`config.mk`:
```
export PLATFORM = sky130hd
export DESIGN_NAME = neighbor_count_flat
export DESIGN_NICKNAME = d
export VERILOG_FILES = /design/src/rtl/minesweeper_pkg.sv /design/src/rtl/neighbor_count_if.sv /design/src/rtl/nbr_sum.sv /design/src/rtl/neighbor_count.sv /design/src/flat_wrapper.sv
export SDC_FILE = /design/constraint.sdc
export NUM_CORES = 1
export LEC_CHECK = 0
export ABC_CLOCK_PERIOD_IN_PS = 10670
export BUFFER_PORTS_ARGS = -buffer_cell sky130_fd_sc_hd__buf_2
export CORE_ASPECT_RATIO = 0.5
export CORE_UTILIZATION = 35
export DETAILED_ROUTE_END_ITERATION = 10
export PLACE_DENSITY_LB_ADDON = 0.15
export SLEW_MARGIN = 40
export SYNTH_ARGS = -nofsm -noshare
export SYNTH_HDL_FRONTEND = slang
export SYNTH_SLANG_ARGS = --single-unit
```
`constraint.sdc`:
```
create_clock -name in_clka -period 10.67 [get_ports in_clka]
set_clock_uncertainty 0.15 [all_clocks]
set_input_delay 0.5335 -clock in_clka [delete_from_list [all_inputs] [get_ports in_clka]]
set_output_delay 0.5335 -clock in_clka [all_outputs]
set_load 0.02 [all_outputs]
```
`src/rtl/minesweeper_pkg.sv`:
```
// Shared constants, FSM state type and marker value for the minesweeper board logic.
package minesweeper_pkg;

  localparam int ROWS   = 5;
  localparam int COLS   = 5;
  localparam int NCELLS = ROWS * COLS;
  localparam int CW     = 4;
  localparam int IDX_W  = 5;
  localparam int RC_W   = 3;

  localparam logic [CW-1:0] MINE_MARK = 4'hF;

  typedef enum logic [1:0] {
    StIdle,
    StScan,
    StDone
  } state_e;

endpackage

```
`src/rtl/neighbor_count_if.sv`:
```
// Start/mine-map request and per-cell/full-board result bundle for neighbor_count.
interface neighbor_count_if
  import minesweeper_pkg::*;
();

  logic                   in_start;
  logic [NCELLS-1:0]      in_mines;
  logic                   out_busy;
  logic                   out_done;
  logic                   out_cell_valid;
  logic [IDX_W-1:0]       out_cell_idx;
  logic [CW-1:0]          out_cell_count;
  logic [NCELLS*CW-1:0]   out_counts;

  modport master (
    output in_start, in_mines,
    input  out_busy, out_done, out_cell_valid, out_cell_idx, out_cell_count, out_counts
  );

  modport slave (
    input  in_start, in_mines,
    output out_busy, out_done, out_cell_valid, out_cell_idx, out_cell_count, out_counts
  );

endinterface

```
`src/rtl/nbr_sum.sv`:
```
// Combinational adjacent-mine count for one cell; out-of-board neighbours are masked (no wrap).
module nbr_sum
  import minesweeper_pkg::*;
(
  input  logic [NCELLS-1:0] mines_i,
  input  logic [RC_W-1:0]   row_i,
  input  logic [RC_W-1:0]   col_i,
  output logic [CW-1:0]     count_o
);

  function automatic logic in_bounds(input int r, input int c);
    return (r >= 0) && (r < ROWS) && (c >= 0) && (c < COLS);
  endfunction

  always_comb begin
    count_o = '0;
    for (int dr = -1; dr <= 1; dr++) begin
      for (int dc = -1; dc <= 1; dc++) begin
        if ((dr != 0 || dc != 0) && in_bounds(int'(row_i) + dr, int'(col_i) + dc)) begin
          count_o = count_o +
                    CW'(mines_i[IDX_W'((int'(row_i) + dr) * COLS + int'(col_i) + dc)]);
        end
      end
    end
  end

endmodule

```
`src/rtl/neighbor_count.sv`:
```
// Scans the mine map one cell per cycle, streaming and accumulating adjacent-mine counts.
// Optional MINE_CELL_MARK_EN: cells holding a mine report MINE_MARK instead of a count.
module neighbor_count
  import minesweeper_pkg::*;
(
  input logic             in_clka,
  input logic             in_rstn,
  neighbor_count_if.slave nc
);

  state_e               state_q, state_d;
  logic [NCELLS-1:0]    mine_q, mine_d;
  logic [RC_W-1:0]      row_q, row_d, col_q, col_d;
  logic [IDX_W-1:0]     idx_q, idx_d;
  logic [IDX_W-1:0]     cell_idx_q, cell_idx_d;
  logic [CW-1:0]        cell_count_q, cell_count_d;
  logic                 valid_q, valid_d;
  logic                 busy_q, busy_d;
  logic                 done_q, done_d;
  logic [NCELLS*CW-1:0] counts_q, counts_d;
  logic [CW-1:0]        nbr_cnt, cell_cnt;

  nbr_sum u_nbr_sum (
    .mines_i (mine_q),
    .row_i   (row_q),
    .col_i   (col_q),
    .count_o (nbr_cnt)
  );

`ifdef MINE_CELL_MARK_EN
  assign cell_cnt = mine_q[idx_q] ? MINE_MARK : nbr_cnt;
`else
  assign cell_cnt = nbr_cnt;
`endif

  always_comb begin
    state_d      = state_q;
    mine_d       = mine_q;
    row_d        = row_q;
    col_d        = col_q;
    idx_d        = idx_q;
    cell_idx_d   = cell_idx_q;
    cell_count_d = cell_count_q;
    counts_d     = counts_q;
    valid_d      = 1'b0;
    busy_d       = 1'b0;
    done_d       = done_q;
    unique case (state_q)
      StIdle, StDone: begin
        if (nc.in_start) begin
          mine_d   = nc.in_mines;
          counts_d = '0;
          row_d    = '0;
          col_d    = '0;
          idx_d    = '0;
          done_d   = 1'b0;
          state_d  = StScan;
        end else if (state_q == StDone) begin
          // Lags the last result by one cycle so done never overlaps a valid result.
          done_d = 1'b1;
        end
      end
      StScan: begin
        counts_d[int'(idx_q)*CW +: CW] = cell_cnt;
        cell_count_d = cell_cnt;
        cell_idx_d   = idx_q;
        valid_d      = 1'b1;
        busy_d       = 1'b1;
        idx_d        = idx_q + 1'b1;
        if (col_q == RC_W'(COLS - 1)) begin
          col_d = '0;
          row_d = row_q + 1'b1;
        end else begin
          col_d = col_q + 1'b1;
        end
        if (idx_q == IDX_W'(NCELLS - 1)) state_d = StDone;
      end
      default: state_d = StIdle;
    endcase
  end

  always_ff @(posedge in_clka or negedge in_rstn) begin
    if (!in_rstn) begin
      state_q      <= StIdle;
      mine_q       <= '0;
      row_q        <= '0;
      col_q        <= '0;
      idx_q        <= '0;
      cell_idx_q   <= '0;
      cell_count_q <= '0;
      counts_q     <= '0;
      valid_q      <= 1'b0;
      busy_q       <= 1'b0;
      done_q       <= 1'b0;
    end else begin
      state_q      <= state_d;
      mine_q       <= mine_d;
      row_q        <= row_d;
      col_q        <= col_d;
      idx_q        <= idx_d;
      cell_idx_q   <= cell_idx_d;
      cell_count_q <= cell_count_d;
      counts_q     <= counts_d;
      valid_q      <= valid_d;
      busy_q       <= busy_d;
      done_q       <= done_d;
    end
  end

  assign nc.out_busy       = busy_q;
  assign nc.out_done       = done_q;
  assign nc.out_cell_valid = valid_q;
  assign nc.out_cell_idx   = cell_idx_q;
  assign nc.out_cell_count = cell_count_q;
  assign nc.out_counts     = counts_q;

endmodule

```
`src/flat_wrapper.sv`:
```
// flat-port wrapper written by rule: the top's interface ports become plain ports
module neighbor_count_flat import minesweeper_pkg::*;
  (in_clka, in_rstn, nc_in_start, nc_in_mines, nc_out_busy, nc_out_done, nc_out_cell_valid, nc_out_cell_idx, nc_out_cell_count, nc_out_counts);
  neighbor_count_if nc_i ();
  input logic in_clka;
  input logic in_rstn;
  input wire logic [$bits(nc_i.in_start)-1:0] nc_in_start;
  input wire logic [$bits(nc_i.in_mines)-1:0] nc_in_mines;
  output wire logic [$bits(nc_i.out_busy)-1:0] nc_out_busy;
  output wire logic [$bits(nc_i.out_done)-1:0] nc_out_done;
  output wire logic [$bits(nc_i.out_cell_valid)-1:0] nc_out_cell_valid;
  output wire logic [$bits(nc_i.out_cell_idx)-1:0] nc_out_cell_idx;
  output wire logic [$bits(nc_i.out_cell_count)-1:0] nc_out_cell_count;
  output wire logic [$bits(nc_i.out_counts)-1:0] nc_out_counts;
  assign nc_i.in_start = nc_in_start;
  assign nc_i.in_mines = nc_in_mines;
  assign nc_out_busy = nc_i.out_busy;
  assign nc_out_done = nc_i.out_done;
  assign nc_out_cell_valid = nc_i.out_cell_valid;
  assign nc_out_cell_idx = nc_i.out_cell_idx;
  assign nc_out_cell_count = nc_i.out_cell_count;
  assign nc_out_counts = nc_i.out_counts;
  neighbor_count u_core (.in_clka(in_clka), .in_rstn(in_rstn), .nc(nc_i));
endmodule
```
==> results by group <==
Status
  • Status: finished with violations
  • Failing checks: DRC

Worst hold path
  • Min-Delay Path Class: in2async

STA
  • Worst Max-Slew Pin Slew: between 0.7 and 0.8 ns
  • Final min period: 9.86 ns
  • Max frequency: roughly 0.10 GHz
  • Max-Slew Margin vs Limit: 50.7%
  • RSZ-0062 raised after global routing: false
  • # setup viols final: 0
  • Final Hold Vio Count: 0
  • Crit share post-route: between 90% and 100%
  • Setup TNS: 0 ns
  • Max-slew violations: 0

Critical path
  • Crit Path Class: reg2reg
  • Crit path max fanout: 10
  • Largest stage delay on the critical path: around 0.80 ns
  • Critical Path AT: 10.02 ns
  • Cell count of the worst reg-to-reg path: 41
  • CP Launch Type: flip-flop
  • Most common cell on crit path: ha_1
  • Worst Path Required: between 10 and 15 ns
  • CP max-delay cell: fa_1
  • Crit end category: flip-flop

Route
  • Initial drt markers: 500
  • Remaining DRCs: 1
  • ANT nets after route: 0
  • Routed WL: 25.1 mm
  • DR vias: roughly 7500
  • Drt wl/cell: between 15 and 20 um
  • Routed wl met2: 11.8 mm
  • Vias per inst: 5.34
  • Met3 WL: 1.22 mm
  • Uppermost layer routed: met4
  • First-pass DRT Iterations: 8
  • Met1 Routed Length: approximately 12 mm

Die
  • Cell Rows: between 40 and 50
  • Die Height: between 100 and 150 um
  • Initial core utilization: around 36%
  • DIE AREA: roughly 26000 sq um
  • Top-level I/O count: 140
  • Core area: around 25000 sq um
  • Die width: 229 um

GRT
  • GRT Total Usage: between 10% and 20%
  • First-pass GRT wire length: slightly above 40 mm
  • Overflow after GRT: 0
  • Vias in the first global route: 7258
  • Largest net degree at the start of global routing: 97
  • Initial antenna violation count: 0

Logic synthesis
  • Synth cell types: 65
  • Asr flop ratio synth: 100%
  • Synth Cell Area: around 9000 sq um
  • Most used DFF post-synth: dfrtp_1
  • Syn nets: ~1000
  • Post-Syn Instances: a little over 900
  • Seq/Total Area, Yosys: about 41%
  • Post-synth EDFFs: 0
  • Synth Register Bits: ~150
  • Mean Syn Cell Area: 9.68 sq um
  • Syn. warnings: 0

Clock network
  • Worst skew pair latency: between 0.4 and 0.5 ns
  • CTS Root Cell: clkbuf_16
  • Cts bufs inserted: 17
  • H-tree levels: 4
  • Max Root-Sink Buffers: 2
  • Reg clk slew, reported paths: around 0.060 ns
  • CTS Sinks: around 150
  • CTS Hold Buffers Added: 0
  • TritonCTS clock tree: done

Layout
  • # diodes: 0
  • Final core occ: a little over two fifths
  • Layout cell share with drive strength beyond 1: a little under a quarter
  • Most common cell after layout, fill and taps aside: dfrtp_1
  • Most frequent cells in the layout: dfrtp_1 (149), nand2_1 (144), buf_2 (138)
  • Synthesis-to-finish area growth: 17.7%
  • NumNets Final: around 1100

Placed design
  • # port buffers: 139
  • HPWL Detailed: 18.2 mm
  • Placer Congestion: 0.854

Job
  • Max_cap viols: 0
-- critical path: cells and delay by family (launching register included) --
family                     cells  cell delay [ns]
AOI/OAI and AO/OA              8             1.22
xor gates and xnor gates       3             0.84
adders and majority gates     12             4.01
buffers and inverters          4             0.34
DFF                            1             0.54
muxes                          3             1.05
and+or+nand+nor               11             1.62
-- layer usage --
metal	track usage (%)	vias up
li1	-	3588
met4	4.38	0
met2	32.0	189
met1	26.6	3686
met5	0	-
met3	4.54	12
-- worst paths after layout --
kind	slack, ns	endpoint	from
setup / recovery	0.81	u_core.nc.out_counts[86]	u_core.row_q[0]
hold / removal	0.004	u_core.nc.out_counts[29]	in_rstn
setup reg to reg	0.81	u_core.nc.out_counts[86]	u_core.row_q[0]
hold reg to reg	0.32	u_core.nc.out_cell_idx[0]	u_core.nc.out_cell_idx[0]
max in group asynchronous	9.33	u_core.row_q[1]	in_rstn
min in group in_clka	0.13	u_core.mine_q[24]	nc_in_mines[24]
-- metrics by stage --
| stage | hold WS, ns | std cells | setup WS (ns) | area (sq um) |
|---|---|---|---|---|
| 6_report | 0.00434 | 1401 | 0.808 | 10600 |
| 5_1_grt | 0.0554 | 1401 | 0.0845 | 10600 |
| 4_1_cts | 0.0541 | 1401 | 0.767 | 10600 |
| 3_5_place_dp | 0.316 | 1372 | 0.821 | 9990 |
| 3_3_place_gp | 0.309 | 1372 | 1.07 | 9980 |
| 2_1_floorplan | 0.0879 | 929 | 1.75 | 9000 |
-- cell type report --
cell class	instances	area [sq um]
clock buffer	19	433
clock inverter	10	149
fill	2482	14600
inverter	27	101
multi-input combinational	707	4990
sequential	149	3730
tap	344	430
timing repair buffer	145	757
-- cell usage after synthesis (all sizes together), types with 5 or more instances --
cell / count / area [sq um]
a21o: 6 / 45.0
a21oi: 15 / 75.1
buf: 13 / 81.3
clkbuf: 33 / 124
dfrtp: 149 / 3730
ha: 58 / 726
inv: 27 / 101
mux2: 27 / 304
mux2i: 8 / 80.1
mux4: 27 / 608
nand2: 144 / 541
nand2b: 9 / 56.3
nand3: 118 / 591
nand4: 7 / 43.8
nor2: 28 / 105
nor3: 17 / 85.1
nor3b: 5 / 37.5
o21ai: 116 / 584
o31ai: 20 / 155
or2: 6 / 37.5
xnor2: 23 / 209
xor2: 13 / 114
-- state kept, by name (all words and copies together), names as in the netlist, 2 cells and up --
register                  flops
u_core.col_q                  3
u_core.idx_q                  5
u_core.mine_q                25
u_core.nc.out_cell_count      4
u_core.nc.out_cell_idx        5
u_core.nc.out_counts        100
u_core.row_q                  3
u_core.state_q                2
-- kinds of logic after synthesis --
family,Yosys count,synth area share [%]
flip-flops,149,41.4
buffers and inverters,73,3.41
XOR/XNOR,37,3.85
AND/OR/NAND/NOR,354,18.2
multiplexers,62,11.0
adder cells (fa/ha/maj),61,8.73
AO/OA/AOI/OAI,193,13.4
-- timing repair --
action,in CTS,in global routing
gates resized for setup,0,1
buffers inserted,0,0
setup endpoints to repair,0,7
Power is not shown: default switching activity piles up to over one toggle a cycle in this logic, so the estimate is an artifact.
